**src/rtl/timer_pkg.sv**
```systemverilog
// Shared constants and FSM encoding for the countdown timer and its loader.
package timer_pkg;

    localparam int TIMER_W       = 5;
    localparam int DEFAULT_DEPTH = 4;

    typedef enum logic [1:0] {
        ST_IDLE = 2'd0,
        ST_LOAD = 2'd1,
        ST_ARM  = 2'd2,
        ST_RUN  = 2'd3
    } state_t;

endpackage

```
**src/rtl/timer_loader_fifo.sv**
```systemverilog
// Small synchronous circular-buffer FIFO holding queued timer intervals.
module timer_loader_fifo #(
    parameter int W     = 5,
    parameter int DEPTH = 4
) (
    input  logic                     clk,
    input  logic                     reset,
    input  logic                     push,
    input  logic [W-1:0]             push_data,
    input  logic                     pop,
    output logic [W-1:0]             head,
    output logic [$clog2(DEPTH):0]   level,
    output logic                     full,
    output logic                     empty
);

    localparam int AW = $clog2(DEPTH);

    logic [W-1:0]  mem [DEPTH];
    logic [AW-1:0] rd_ptr;
    logic [AW-1:0] wr_ptr;
    logic          push_ok;
    logic          pop_ok;

    assign full    = (level == (AW+1)'(DEPTH));
    assign empty   = (level == '0);
    assign push_ok = push && !full;
    assign pop_ok  = pop && !empty;
    assign head    = mem[rd_ptr];

    // NOTE: the storage array is deliberately not reset; pointers and level alone say which entries are valid.
    always_ff @(posedge clk) begin
        if (push_ok) begin
            mem[wr_ptr] <= push_data;
        end
    end

    // Pointers wrap naturally because DEPTH is a power of two.
    always_ff @(posedge clk or posedge reset) begin
        if (reset) begin
            rd_ptr <= '0;
            wr_ptr <= '0;
            level  <= '0;
        end else begin
            if (push_ok) begin
                wr_ptr <= wr_ptr + AW'(1);
            end
            if (pop_ok) begin
                rd_ptr <= rd_ptr + AW'(1);
            end
            case ({push_ok, pop_ok})
                2'b10:   level <= level + (AW+1)'(1);
                2'b01:   level <= level - (AW+1)'(1);
                default: level <= level;
            endcase
        end
    end

endmodule

```
**src/rtl/timer_loader.sv**
```systemverilog
// Feeds queued reload values to the countdown timer, one interval after another,
// and counts completed intervals from the timer's trigger.
module timer_loader
    import timer_pkg::*;
#(
    parameter int DEPTH = DEFAULT_DEPTH,
    parameter int W     = TIMER_W
) (
    input  logic                     clk,
    input  logic                     reset,
    input  logic                     req_valid,
    input  logic [W-1:0]             req_value,
    output logic                     req_ready,
    input  logic                     hold,
    input  logic                     timer_trigger,
    input  logic [W-1:0]             timer_count,
    output logic [W-1:0]             value,
    output logic                     valid,
    output logic                     enable,
    output logic                     busy,
    output logic                     done,
    output logic [7:0]               done_cnt,
    output logic [$clog2(DEPTH):0]   level
);

    state_t         state_q;
    state_t         state_d;
    logic           push;
    logic           pop;
    logic           fifo_full;
    logic           fifo_empty;
    logic [W-1:0]   fifo_head;
    logic [W-1:0]   value_q;
    logic [7:0]     done_cnt_q;
    logic           unused_status;

    // timer_count is informational only; control decisions rely on timer_trigger.
    assign unused_status = ^timer_count;

    assign req_ready = !fifo_full;
    assign push      = req_valid && req_ready;

    timer_loader_fifo #(
        .W     (W),
        .DEPTH (DEPTH)
    ) u_fifo (
        .clk       (clk),
        .reset     (reset),
        .push      (push),
        .push_data (req_value),
        .pop       (pop),
        .head      (fifo_head),
        .level     (level),
        .full      (fifo_full),
        .empty     (fifo_empty)
    );

    // NOTE: every signal driven here gets a default first, so no path can infer a latch.
    always_comb begin
        state_d = state_q;
        pop     = 1'b0;
        case (state_q)
            ST_IDLE: begin
                if (!fifo_empty) begin
                    state_d = ST_LOAD;
                    pop     = 1'b1;
                end
            end
            ST_LOAD: state_d = ST_ARM;
            ST_ARM:  state_d = ST_RUN;
            ST_RUN: begin
                if (timer_trigger) begin
                    if (!fifo_empty) begin
                        state_d = ST_LOAD;
                        pop     = 1'b1;
                    end else begin
                        state_d = ST_IDLE;
                    end
                end
            end
            default: state_d = ST_IDLE;
        endcase
    end

    assign valid    = (state_q == ST_LOAD);
    assign enable   = (state_q == ST_RUN) && !hold;
    assign busy     = (state_q != ST_IDLE);
    assign done     = (state_q == ST_RUN) && timer_trigger;
    assign value    = value_q;
    assign done_cnt = done_cnt_q;

    // The head is captured as it is popped, so value stays stable through LOAD and beyond.
    always_ff @(posedge clk or posedge reset) begin
        if (reset) begin
            state_q    <= ST_IDLE;
            value_q    <= '0;
            done_cnt_q <= '0;
        end else begin
            state_q <= state_d;
            if (pop) begin
                value_q <= fifo_head;
            end
            if (done) begin
                done_cnt_q <= done_cnt_q + 8'd1;
            end
        end
    end

endmodule

```
**config.mk**
```make
export PLATFORM = sky130hd
export DESIGN_NAME = timer_loader
export DESIGN_NICKNAME = d
export VERILOG_FILES = /design/src/rtl/timer_pkg.sv /design/src/rtl/timer_loader_fifo.sv /design/src/rtl/timer_loader.sv
export SDC_FILE = /design/constraint.sdc
export NUM_CORES = 1
export LEC_CHECK = 0
export ABC_AREA = 1
export CORE_ASPECT_RATIO = 1.75
export CORE_UTILIZATION = 40
export CTS_CLUSTER_DIAMETER = 30
export DETAILED_ROUTE_END_ITERATION = 8
export GPL_TIMING_DRIVEN = 0
export PLACE_DENSITY_LB_ADDON = 0.25
export SLEW_MARGIN = 15
export SYNTH_ARGS = -nofsm -noshare
export SYNTH_HDL_FRONTEND = slang
export SYNTH_SLANG_ARGS = --single-unit
```
**constraint.sdc**
```tcl
create_clock -name clk -period 3.55 [get_ports clk]
set_input_delay 1.065 -clock clk [delete_from_list [all_inputs] [get_ports clk]]
set_output_delay 1.065 -clock clk [all_outputs]
set_load 0.05 [all_outputs]
```
==> implementation parameters <==
Parameter                              Value

Routing
  Final WL    3.31 mm
  Via total after detailed routing    1,372
  Mean number of vias per cell    around 4.6
  Number of detailed-route iterations in the first pass    4
  Initial drt markers    38
  Final antenna-violating net count    0
  Remaining DRCs    0
  Post-detailed-route wirelength per cell    roughly 11 um

Clocking
  Clk slew on worst S/H paths    0.08 ns
  Clock tree from TritonCTS    built
  Number of buffers inserted during clock tree synthesis    5
  Number of clock sinks    42
  Postcts setup bufs    0
  Number of hold buffers added after CTS    0
  Clock tree root buffer cell    clkbuf_8
  Maximum level of the CTS H-tree    2
  Clock Latency Late Sink    roughly 0.3 ns
  Clock Path Buffers    2

Synthesis
  Register bit total from synthesis    between 40 and 50
  Number of different library cells in the post-synthesis netlist    27
  Primary FF master, synth    dfrtp_1
  Post-synthesis mux area share    0%
  Sequential share of the synthesized area    57.5%
  Cell taking the most area after synthesis    edfxtp_1
  Synthesized-area fraction occupied by adder cells    under 10%
  Dominant combinational cell family by area after synthesis    simple AND/OR/NAND/NOR gates
  Post-synth net total    about 240
  Avg Inst Size Synth    ~9.5 um2
  Synth Area in Compound Gates    1.88%
  Yosys warns    0
  Parity-gate share of the synthesized area counting xor and xnor cells    3.06%
  Gate count after technology mapping    210
  Cell types occupying the most area after synthesis    edfxtp_1, dfrtp_1, nand2_1, ha_1, inv_1
  Post-synthesis simple-gate area fraction    24.0%
  Post-synth EDFFs    20
  Share of flip-flops with an asynchronous set or reset after synthesis    ~52%
  Netlist area before placement    0.00200 mm2
  Area share of the largest cell type after synthesis    30.0%
  Top-count cell post-synth    nand2_1
  Top cell types by occurrence after synthesis    nand2_1, inv_1, dfrtp_1

Finish
  Layout cell share with drive strength beyond 1    7.66%
  Final cell utilization of the core    a little over half
  Finished Cell Area    between 0.002 and 0.003 mm2
  Area added between synthesis and finish    25.1%
  Antenna diode count    0
  Final net count    273

STA
  Maximum clock rate    approximately 290 MHz
  Max transition margin    a little over two fifths
  Accumulated negative setup slack    0 ns
  Final worst path period need    about 3.4 ns
  Endpoints failing setup    0
  Setup repair after global routing missed its margin    false
  Number of hold violations in the final report    0
  Fin Hold WS    between 0.4 and 0.5 ns
  Fin crit share    a little over nine tenths
  Max Slew Vio Count    0
  Worst-margin pin slew    0.868 ns
  Skew final    roughly 0.0084 ns

Power and ir drop
  Cell internal power dissipation    roughly 1.4 mW
  Net switching fraction of the power    between 40% and 50%
  Clock share of power    between 10% and 20%
  Total power consumption of the routed design    between 2 and 2.5 mW
  Switching pwr    1.07 mW
  Static power due to leakage    1.18 nW
  Gate power share    49.6%
  Register share of total power    31.9%
  Worst vdd rail ir drop    about 0.84 mV
  PD cells    roughly 1000 mW/mm2

Die
  Number of core rows    33
  Die extent in y    ~96 um
  Standard cell core area    0.00475 mm2
  Die X-Extent    roughly 55 um
  Die area    roughly 0.0053 mm2
  Initial Utilization    roughly 42%
  I/O pin count    36

Worst setup path
  Category of the worst setup path capture point    primary output
  Kind of critical path    input port to primary output
  Endpoint required time on the critical path    2.48 ns
  CP Data Arrival Time    between 2 and 2.5 ns
  Critical Path Fanout Max    1
  Element type at the critical path start    input port

Place
  Final weighted congestion in routability-driven placement    roughly 0.80
  Post-placement cell area    around 0.0024 mm2
  Final HPWL from detailed placement    roughly 2.6 mm
  # port buffers    30

Global route
  Overflow left after global routing    0
  Wire length of the first global-routing pass    5.78 mm
  Pin count of the biggest net entering global routing    23
  Via count of the first global-routing pass    1,287
  Global router's overall resource usage    around 14%
  Number of antenna violations at the first check in global routing    0

Status
  Result of the run    completed

Flow run
  Reported max-cap violation count    0

Min path
  Class of the worst hold path    flip-flop to flip-flop
-- layout make-up --
cell class / instances / area [um2]
fill: 450 / 2240
tap: 52 / 65.1
inverter: 27 / 106
clock buffer: 5 / 68.8
clock inverter: 3 / 68.8
buffer: 3 / 20.0
sequential: 42 / 1150
multi-input combinational: 138 / 724
timing repair buffer: 30 / 299
-- through the flow --
step | setup WS [ns] | instances
2_1_floorplan | 0.766 | 210
3_3_place_gp | -0.142 | 292
6_report | 0.108 | 300
4_1_cts | 0.101 | 300
3_5_place_dp | -0.138 | 292
5_1_grt | 0.0749 | 300
-- routing by layer --
metal / part of all wire, % / up-vias / track usage [%]
met2: 55 / 25 / 26.5
met4: 1.8 / 0 / 6.25
met3: 2.7 / 5 / 3.26
met5: 0 / - / 0
met1: 40 / 618 / 15.0
li1: - / 724 / -
-- worst paths after layout --
check | from | to | slack, ns | depth (start not counted)
max | hold | enable | 0.11 | 3
max in group asynchronous | reset | value[3] | 1.77 | 2
min | value[2] | value[2] | 0.49 | 2
min in group asynchronous | reset | u_fifo.wr_ptr[1] | 1.24 | 2
max reg2reg | state_q[0] | u_fifo.level[2] | 1.20 | 11
min reg2reg | value[2] | value[2] | 0.49 | 2
-- cells in the final DEF (no fill, tap or decap), types with 2 or more instances in the layout --
cell type         n
nand2_1          87
xnor2_1           3
edfxtp_1         20
nand3_1           7
inv_1            26
o21ai_1           2
clkinv_4          2
a21oi_1           2
buf_4             2
clkdlybuf4s50_1  29
nand2_2           2
o21ai_0           2
clkbuf_8          5
dfrtp_1          22
xor2_1            4
nor2_1            8
ha_1             10
bufinv_16         2
-- worst max-delay path: stages --
cell	delay, ns
clkdlybuf4s50_1	0.40
nor2_1	0.10
clkdlybuf4s50_1	0.81
-- power groups by stage --
stage / Sequential (mW) / Combinational [mW] / Clock, mW
2_1_floorplan: 1.02 / 0.660 / 0
3_3_place_gp: 0.786 / 1.21 / 0
3_5_place_dp: 0.789 / 1.22 / 0
4_1_cts: 0.780 / 1.22 / 0.456
5_1_grt: 0.800 / 1.35 / 0.474
6_report: 0.777 / 1.21 / 0.450
-- state kept, by name (all words and copies together), names as in the netlist --
signal / flops
u_fifo.wr_ptr: 2
value: 5
done_cnt: 8
state_q: 2
u_fifo.rd_ptr: 2
u_fifo.level: 3
u_fifo.mem: 20
-- cell families (layout without fill, tap and decap cells) --
group           after synthesis  after routing
flops                        42             42
xor+xnor                      7              7
fa+ha+maj                    11             11
simple gates                113            113
compound gates                7              7
buf+inv                      30             68
-- timing repair --
item / CTS / global route
gates resized for setup: 1 / 0
hold endpoints to repair: 0 / 0
endpoints found under the setup margin: 1 / 0
Power figures use the tool's default switching activity.
